===== src/rtl/mul_div_pkg.sv =====
// Shared op encodings and FSM state type for the iterative multiply/divide unit.
package mul_div_pkg;

    localparam logic [1:0] OP_MULU = 2'b00;
    localparam logic [1:0] OP_MUL  = 2'b01;
    localparam logic [1:0] OP_DIVU = 2'b10;
    localparam logic [1:0] OP_DIV  = 2'b11;

    typedef enum logic [1:0] {
        IDLE = 2'd0,
        RUN  = 2'd1,
        DONE = 2'd2
    } state_t;

endpackage


===== src/rtl/mul_div_step.sv =====
// One iteration of the unsigned datapath: shift-add multiply or restoring shift-subtract divide.
// The divide path exists only when MUL_DIV_UNIT_DIV_EN is defined.
module mul_div_step #(
    parameter int N = 32
) (
`ifdef MUL_DIV_UNIT_DIV_EN
    input  logic         is_div,
`endif
    input  logic [N-1:0] hi,
    input  logic [N-1:0] lo,
    input  logic [N-1:0] operand,
    output logic [N-1:0] next_hi,
    output logic [N-1:0] next_lo
);
    logic [N:0] sum;
`ifdef MUL_DIV_UNIT_DIV_EN
    logic [N:0] shifted;
    logic [N:0] diff;
`endif

    // Multiply: lo holds the multiplier, consumed LSB first; the product shifts in from hi.
    always_comb begin
        sum     = {1'b0, hi} + (lo[0] ? {1'b0, operand} : '0);
        next_hi = sum[N:1];
        next_lo = {sum[0], lo[N-1:1]};
`ifdef MUL_DIV_UNIT_DIV_EN
        shifted = {hi, lo[N-1]};
        diff    = shifted - {1'b0, operand};
        // Divide: hi is the partial remainder, lo the dividend turning into the quotient.
        if (is_div) begin
            if (shifted >= {1'b0, operand}) begin
                next_hi = diff[N-1:0];
                next_lo = {lo[N-2:0], 1'b1};
            end else begin
                next_hi = shifted[N-1:0];
                next_lo = {lo[N-2:0], 1'b0};
            end
        end
`endif
    end

endmodule


===== src/rtl/mul_div_unit.sv =====
// Iterative multiply/divide unit: N cycles per operation on operand magnitudes, sign fixed at the end.
// Divide support is compiled in only when MUL_DIV_UNIT_DIV_EN is defined.
module mul_div_unit
    import mul_div_pkg::*;
#(
    parameter int N = 32
) (
    input  logic         clk,
    input  logic         reset,
    input  logic         flush,
    input  logic         in_valid,
    output logic         in_ready,
    input  logic [1:0]   op,
    input  logic [N-1:0] a,
    input  logic [N-1:0] b,
    output logic         out_valid,
    input  logic         out_ready,
    output logic [N-1:0] hi,
    output logic [N-1:0] lo,
    output logic         div_by_zero,
    output logic         busy,
    output state_t       state
);
    localparam int CW = $clog2(N);
    localparam logic [CW-1:0] LAST = CW'(N - 1);

    // Handshakes: a request transfers on an edge with in_valid & in_ready, a result on an
    // edge with out_valid & out_ready; flush overrides both and drops the operation.
    state_t         state_q, state_next;
    logic           accept, last, imm, load_imm, load_fin;
    logic           sign_a, sign_b, neg_q;
    logic [N-1:0]   mag_a, mag_b, imm_hi, imm_lo;
    logic [N-1:0]   acc_hi, acc_lo, operand, step_hi, step_lo, fin_hi, fin_lo;
    logic [2*N-1:0] prod;
    logic [CW-1:0]  cnt;
`ifdef MUL_DIV_UNIT_DIV_EN
    logic           div_q, neg_r;
`endif

    assign state    = state_q;
    assign accept   = in_valid & in_ready & ~flush;
    assign last     = (cnt == LAST);
    assign sign_a   = op[0] & a[N-1];
    assign sign_b   = op[0] & b[N-1];
    assign mag_a    = sign_a ? -a : a;
    assign mag_b    = sign_b ? -b : b;
`ifdef MUL_DIV_UNIT_DIV_EN
    assign imm      = op[1] & (b == '0);
    assign imm_hi   = a;
    assign imm_lo   = '1;
`else
    assign imm      = op[1];
    assign imm_hi   = '0;
    assign imm_lo   = '0;
`endif
    assign load_imm = accept & imm;
    assign load_fin = (state_q == RUN) & last & ~flush;

    always_ff @(posedge clk or posedge reset) begin
        if (reset) state_q <= IDLE;
        else       state_q <= state_next;
    end

    always_comb begin
        state_next = state_q;
        if (flush) begin
            state_next = IDLE;
        end else begin
            case (state_q)
                IDLE:    if (accept) state_next = imm ? DONE : RUN;
                RUN:     if (last) state_next = DONE;
                DONE:    if (out_ready) state_next = IDLE;
                default: state_next = IDLE;
            endcase
        end
    end

    always_comb begin
        in_ready  = (state_q == IDLE);
        out_valid = (state_q == DONE);
        busy      = (state_q != IDLE);
    end

    mul_div_step #(.N(N)) u_step (
`ifdef MUL_DIV_UNIT_DIV_EN
        .is_div  (div_q),
`endif
        .hi      (acc_hi),
        .lo      (acc_lo),
        .operand (operand),
        .next_hi (step_hi),
        .next_lo (step_lo)
    );

    // Sign correction applied to the final iteration's output as it is captured.
    always_comb begin
        prod = {step_hi, step_lo};
        if (neg_q) prod = -prod;
        fin_hi = prod[2*N-1:N];
        fin_lo = prod[N-1:0];
`ifdef MUL_DIV_UNIT_DIV_EN
        if (div_q) begin
            fin_lo = neg_q ? -step_lo : step_lo;
            fin_hi = neg_r ? -step_hi : step_hi;
        end
`endif
    end

    always_ff @(posedge clk or posedge reset) begin
        if (reset) begin
            acc_hi      <= '0;
            acc_lo      <= '0;
            operand     <= '0;
            cnt         <= '0;
            neg_q       <= 1'b0;
`ifdef MUL_DIV_UNIT_DIV_EN
            div_q       <= 1'b0;
            neg_r       <= 1'b0;
`endif
            hi          <= '0;
            lo          <= '0;
            div_by_zero <= 1'b0;
        end else begin
            if (accept) begin
                acc_hi  <= '0;
                acc_lo  <= mag_a;
                operand <= mag_b;
                cnt     <= '0;
                neg_q   <= sign_a ^ sign_b;
`ifdef MUL_DIV_UNIT_DIV_EN
                div_q   <= op[1];
                neg_r   <= sign_a;
`endif
            end else if (state_q == RUN) begin
                acc_hi  <= step_hi;
                acc_lo  <= step_lo;
                cnt     <= cnt + CW'(1);
            end
            if (load_imm) begin
                hi          <= imm_hi;
                lo          <= imm_lo;
                div_by_zero <= 1'b1;
            end else if (load_fin) begin
                hi          <= fin_hi;
                lo          <= fin_lo;
                div_by_zero <= 1'b0;
            end
        end
    end

endmodule


===== config.mk =====
export PLATFORM = sky130hd
export DESIGN_NAME = mul_div_unit
export DESIGN_NICKNAME = d
export VERILOG_FILES = /design/src/rtl/mul_div_pkg.sv /design/src/rtl/mul_div_step.sv /design/src/rtl/mul_div_unit.sv
export SDC_FILE = /design/constraint.sdc
export NUM_CORES = 1
export LEC_CHECK = 0
export BUFFER_PORTS_ARGS = -buffer_cell sky130_fd_sc_hd__buf_2
export CORE_UTILIZATION = 30
export DETAILED_ROUTE_END_ITERATION = 8
export GPL_TIMING_DRIVEN = 0
export PLACE_DENSITY_LB_ADDON = 0.25
export SYNTH_ARGS = -nofsm -noshare
export SYNTH_HDL_FRONTEND = slang
export SYNTH_HIERARCHICAL = 1
export SYNTH_SLANG_ARGS = --single-unit

===== constraint.sdc =====
create_clock -name clk -period 15.3 [get_ports clk]
set_input_delay 1.53 -clock clk [delete_from_list [all_inputs] [get_ports clk]]
set_output_delay 1.53 -clock clk [all_outputs]
set_load 0.005 [all_outputs]

==> Word-level counts from Yosys, hierarchy flattened <==
Index checks and enable logic that the tools add are counted.
{ "totals": {"regBits": 169, "latch_bits": 0, "ram_bits": 0, "romBits": 0, "inputBits": 71, "output_inout_bits": 70, "wordCells": 56, "mem_count": 0} }
{ "classes": {"addsub": 5, "multipliers": 0, "div": 0, "order_cmp": 0, "n_eq_ne": 6, "shifts": 0, "mux": 22, "bitwise": 9, "reduce_logical": 5} }
{ "op_table": {"columns": ["operator", "n"], "rows": [
  ["$mux 32", 11],
  ["$mux 64", 1],
  ["$neg 32->32", 2],
  ["$neg 64->64", 1],
  ["$add 32x33->33", 1],
  ["$mux 2", 5],
  ["$mux 5", 2],
  ["$and 1x1->1", 7],
  ["$ne 3x2->1 const B", 2],
  ["$pmux 2 s3", 1],
  ["$reduce_bool 2->1", 3],
  ["$add 5x1->5 const B", 1],
  ["$eq 5x5->1 const B", 1],
  ["$ne 3x3->1 const B", 1],
  ["$reduce_and 3->1", 1],
  ["$eq 2x1->1 const B", 1],
  ["$eq 2x2->1 const B", 1],
  ["$logic_not 2->1", 1],
  ["$mux 1", 2],
  ["$not 1->1", 1],
  ["$xor 1x1->1", 1]
]} }

==> Depth between registers and ports, before layout <==
{ "logic_depth": {"depth_word": 6, "depth_mapped": 16} }

==> By module <==
The synthesis kept the hierarchy.
{ "by_module_without_submodules": {"columns": ["mod", "instances", "cells_each", "area_per_inst_um2", "seq_area_each_um2"], "rows": [
  ["mul_div_unit", 1, 1093, 9328.9, 4229.1],
  ["mul_div_step", 1, 353, 2428.6, 0.0]
]} }

==> Worst setup path before layout <==
OpenSTA, ideal clock, no wires.
{ "synth_timing": {"path_type": "register -> register", "startpoint": "register acc_lo[0]", "endpoint": "register hi[31]", "setup_time_ns": 0.129, "t_arrival_ns": 4.448, "required_ns": 15.171, "setup_slack_ns": 10.723, "stages_incl_launch_ff": 16, "path_cell_list": "dfrtp_1 and2_1 ha_1 fa_1 a211oi_2 o211ai_2 a2111oi_4 nor3b_2 or4_1 o311a_1 or3_1 or4_1 or3_1 o41ai_1 xor2_1 o21ai_1"} }
{ "synth_via": {"elab_chain_len": 6} }
{ "synth_rtl": {"columns": ["element", "line_no", "text"], "rows": [
  ["from (decl)", "mul_div_unit.sv:33", "logic [N-1:0] acc_hi, acc_lo, operand, step_hi, step_lo, fin_hi, fin_lo;"],
  ["from (signal assigned)", "mul_div_unit.sv:126", "acc_lo <= mag_a;"],
  ["from (signal assigned)", "mul_div_unit.sv:136", "acc_lo <= step_lo;"],
  ["$mux 32", "mul_div_step.sv:23", "sum = {1'b0, hi} + (lo[0] ? {1'b0, operand} : '0);"],
  ["$add 32x33->33", "mul_div_step.sv:23", null],
  ["via step_hi[23]", "mul_div_unit.sv:33", null],
  ["$neg 64->64", "mul_div_unit.sv:98", "if (neg_q) prod = -prod;"],
  ["$mux 64", "mul_div_unit.sv:98", null],
  ["$mux 32", "mul_div_unit.sv:143", "end else if (load_fin) begin"],
  ["$mux 32", "mul_div_unit.sv:139", "if (load_imm) begin"],
  ["to (signal assigned)", "mul_div_unit.sv:140", "hi <= imm_hi;"],
  ["to (signal assigned)", "mul_div_unit.sv:144", "hi <= fin_hi;"],
  ["to (decl)", "mul_div_unit.sv:18", "output logic [N-1:0] hi,"]
]} }
The timed path passes the listed nets, and every way through them passes these cells. The select of a mux whose other input is x is not followed.
A chain may end at the register's enable or synchronous reset.

==> Worst setup path after layout <==
Ends and elaborated chain as after synthesis.

==> summary.md <==
| Metric | Value |
|---|---|
| Complex-gate fraction of the synthesized area | `19.7%` |
| Ratio of total power to cell area | `120 nW/um^2` |
| Unrepaired setup endpoints after global routing | `false` |
| Via Count | `10900` |
| Gr busiest metal | `met2` |
| Die Ht | `200 um` |
| Setup TNS | `0 ns` |
| Largest family of logic cells by synthesized area | `simple AND/OR/NAND/NOR gates` |
| Hold EP | `hi[3]` |
| Arr. time, crit path | `5.76 ns` |
| #FFs+latches synth | `169` |
| Hold depth | `2` |
| Ys Warns | `6` |
| Met2 usage | `29.4%` |
| CTS tree | `done` |
| Synth top area share | `36.0%` |
| Postcts setup bufs | `0` |
| Final hold violation count | `0` |
| Hold buffers post-CTS | `0` |
| CTS sink count | `169` |
| Max VDD drop | `0.0000689 V` |
| # setup viols final | `0` |
| Post-synthesis simple-gate area fraction | `24.0%` |
| Number of buffers created by CTS | `17` |
| Clock Power Share | `25.2%` |
| HP Class | `reg -> reg` |
| CTS resizes | `0` |
| Drt total wl | `37.6 mm` |
| Net Count, Synth | `1555` |
| Synth area leaders | `dfrtp_1 (36%), nand2_1 (8.9%), xor2_1 (6.3%), o21ai_0 (5.7%), a21oi_1 (4.6%)` |
| Max-cap viol count | `0` |
| DRC | `0` |
| Mapped Cells | `1446` |
| Total grt overflow | `0` |
| Crit Path Class | `reg -> reg` |
| Flop pwr share | `33.4%` |
| Starting DRC count in detailed routing | `828` |
| Gr usage total | `18.8%` |
| Via density | `5.10` |
| FMAX | `183 MHz` |
| Post-DP HPWL | `29.7 mm` |
| Synth area leader | `dfrtp_1` |
| Inserted Diodes | `0` |
| Min Tclk post-route | `5.45 ns` |
| Synth cell count leaders | `nand2_1 (279), dfrtp_1 (169), o21ai_0 (135), a21oi_1 (109)` |
| DIE WIDTH | `200 um` |
| Row cnt | `72` |
| Transition time at the pin with the least slew margin | `1.12 ns` |
| Post-route cell area | `13700 sq um` |
| Post-synth ARST share | `100%` |
| Vias in the first global route | `10200` |
| Comb power frac | `41.4%` |
| Startpoint Class | `register` |
| Worst Hold Launch | `hi[3]` |
| Port Buffers | `140` |
| Status | `completed` |
| Die ar. | `40000 sq um` |
| Area of the mapped netlist | `11800 sq um` |
| Int Power | `0.000967 W` |
| Post-Synth Adder-Cell Area | `4.11%` |
| RR Endpoint | `hi[31]` |
| Largest net degree at the start of global routing | `113` |
| Ys flop type | `dfrtp_1` |
| Pre-Repair DR Iteration Count | `5` |
| Met3 Track Usage GR | `2.05%` |
| Max clock buf depth | `2` |
| Max Slew Vio Count | `0` |
| Routability cong. | `0.942` |
| XOR/XNOR share of the synthesized area | `10.9%` |
| Slew HR | `25.3%` |
| Avg Inst Size Synth | `8.13 sq um` |
| Worst-path clk slew | `0.07 ns` |
| Switching Share | `40.9%` |
| Dpl cell area | `13100 sq um` |
| Post-synth EDFFs | `0` |
| Initial antenna violation count | `0` |
| H-tree depth | `4` |
| Top-count cell post-synth | `nand2_1` |
| Area grow syn2layout | `16.4%` |
| First-pass GRT wire length | `57.8 mm` |
| Final nets | `1715` |
| Clock Skew | `0.0118 ns` |
| Drt wl/cell | `17.6 um` |
| Psw | `0.000669 W` |
| Worst Path Required | `15.61 ns` |
| Crit Reg-Reg Startpoint | `acc_lo[0]` |
| Later-pin clock latency in the skew report | `0.44 ns` |
| Leak | `6.05 nW` |
| Clock root buffer master | `clkbuf_16` |
| Ports | `141` |
| Post-synthesis cell type count | `73` |
| Initial core utilization | `30.4%` |
| Layout cells sized above 1 | `14.8%` |
| Top fanout value on the critical path | `10` |
| Sequential fraction of the synthesis area | `36.0%` |
| Reg2reg setup slack | `9.85 ns` |
| ANT nets after route | `0` |
| R2R depth | `16` |
| Design Power | `0.00164 W` |
| Fin util | `35.4%` |
| Mux cell area share after synthesis | `0.266%` |
| GRT met1 Usage | `27.5%` |
| Worst setup EP type | `register` |
| Core area | `38600 sq um` |
| Period Utilization, post-route | `35.6%` |
-- logic make-up (layout without fill, tap and decap cells) --
group           count (synthesis)  after routing
simple gates                  583            583
compound gates                378            378
flops                         169            169
xor+xnor                      146            146
buf+inv                       129            302
fa+ha+maj                      38             38
mux                             3              3
-- placed cells by master, fill, tap and decap left out, types with 5 or more instances in the layout --
cell        count
a21o_1         14
clkbuf_1       68
o211ai_1        5
nor3_1         23
nor4_1         17
nand2_1       279
and3_1         22
xnor2_1        61
buf_2         146
o41ai_1        16
nand3_1        23
ha_1           37
xor2_1         85
nor2_1         85
and2_1         37
o21ai_1         6
a21oi_1       109
o31ai_1        22
clkinvlp_4      5
nand3b_1        5
nor2b_1         8
or3_1          20
inv_1          20
dfrtp_1       169
nand2b_1        5
or4_1          20
buf_4          31
or2_2           8
nand4_1         9
a31oi_1        27
clkbuf_16      17
o21ai_0       135
buf_1           5
-- registers in the layout (all words and copies together), names as in the netlist, 2 cells and up --
name,cells
acc_hi,32
operand,32
hi,32
acc_lo,32
lo,32
state,2
cnt,5
-- power groups by stage --
stage / sequential [W] / clock, W / combinational, W
after floorplan: 0.000543 / 0 / 0.000484
after global placement: 0.000553 / 0 / 0.000658
after detailed placement: 0.000555 / 0 / 0.000666
after CTS: 0.000546 / 0.000423 / 0.000669
after global routing: 0.000554 / 0.000440 / 0.000745
final: 0.000547 / 0.000413 / 0.000677
-- cell type report --
class / instances / area (sq um)
plain buffers: 108 / 529
clock buffers: 19 / 433
clock inverters: 13 / 111
fillers: 4094 / 25000
inverters: 21 / 86.3
multi-input cells: 1148 / 6920
flip-flops and latches: 169 / 4230
well taps: 518 / 648
repair buffers: 141 / 728
-- worst max-delay path by stage --
stage / start / end / slack, ns / cells past startpoint
2_1_floorplan: reset / acc_hi[0] / 9.19 / 1
3_3_place_gp: reset / operand[19] / 7.02 / 2
3_5_place_dp: acc_lo[0] / hi[31] / 9.95 / 16
4_1_cts: acc_lo[0] / hi[31] / 9.92 / 16
5_1_grt: acc_lo[0] / hi[31] / 9.55 / 16
6_report: acc_lo[0] / hi[31] / 9.85 / 16
-- stage by stage --
stage,hold WS [ns],worst slack [ns],std cells
after floorplan,0.442,9.19,1446
after global placement,0.459,7.02,2104
after detailed placement,0.467,9.95,2105
after CTS,0.483,9.92,2137
after global routing,0.498,9.55,2137
final,0.473,9.85,2137
-- critical path: stages, from the launching register on --
cell and delay [ns]:
dfrtp_1 0.46, clkbuf_1 0.34, and2_1 0.27, ha_1 0.25
clkbuf_1 0.20, a21oi_1 0.30, a21oi_1 0.11, o21ai_0 0.40
nand2_1 0.21, or4_1 0.51, o311a_1 0.23, or3_1 0.43
or4_1 0.46, or3_1 0.37, o41ai_1 0.43, xor2_1 0.28
o21ai_1 0.09
-- metal layers --
layer / share of wire, % / vias up
li1: - / 5398
met1: 50 / 5217
met2: 45 / 254
met3: 4.2 / 29
met4: 1.6 / 0
met5: 0 / -
Note: power is estimated with default switching activity, not from simulation.
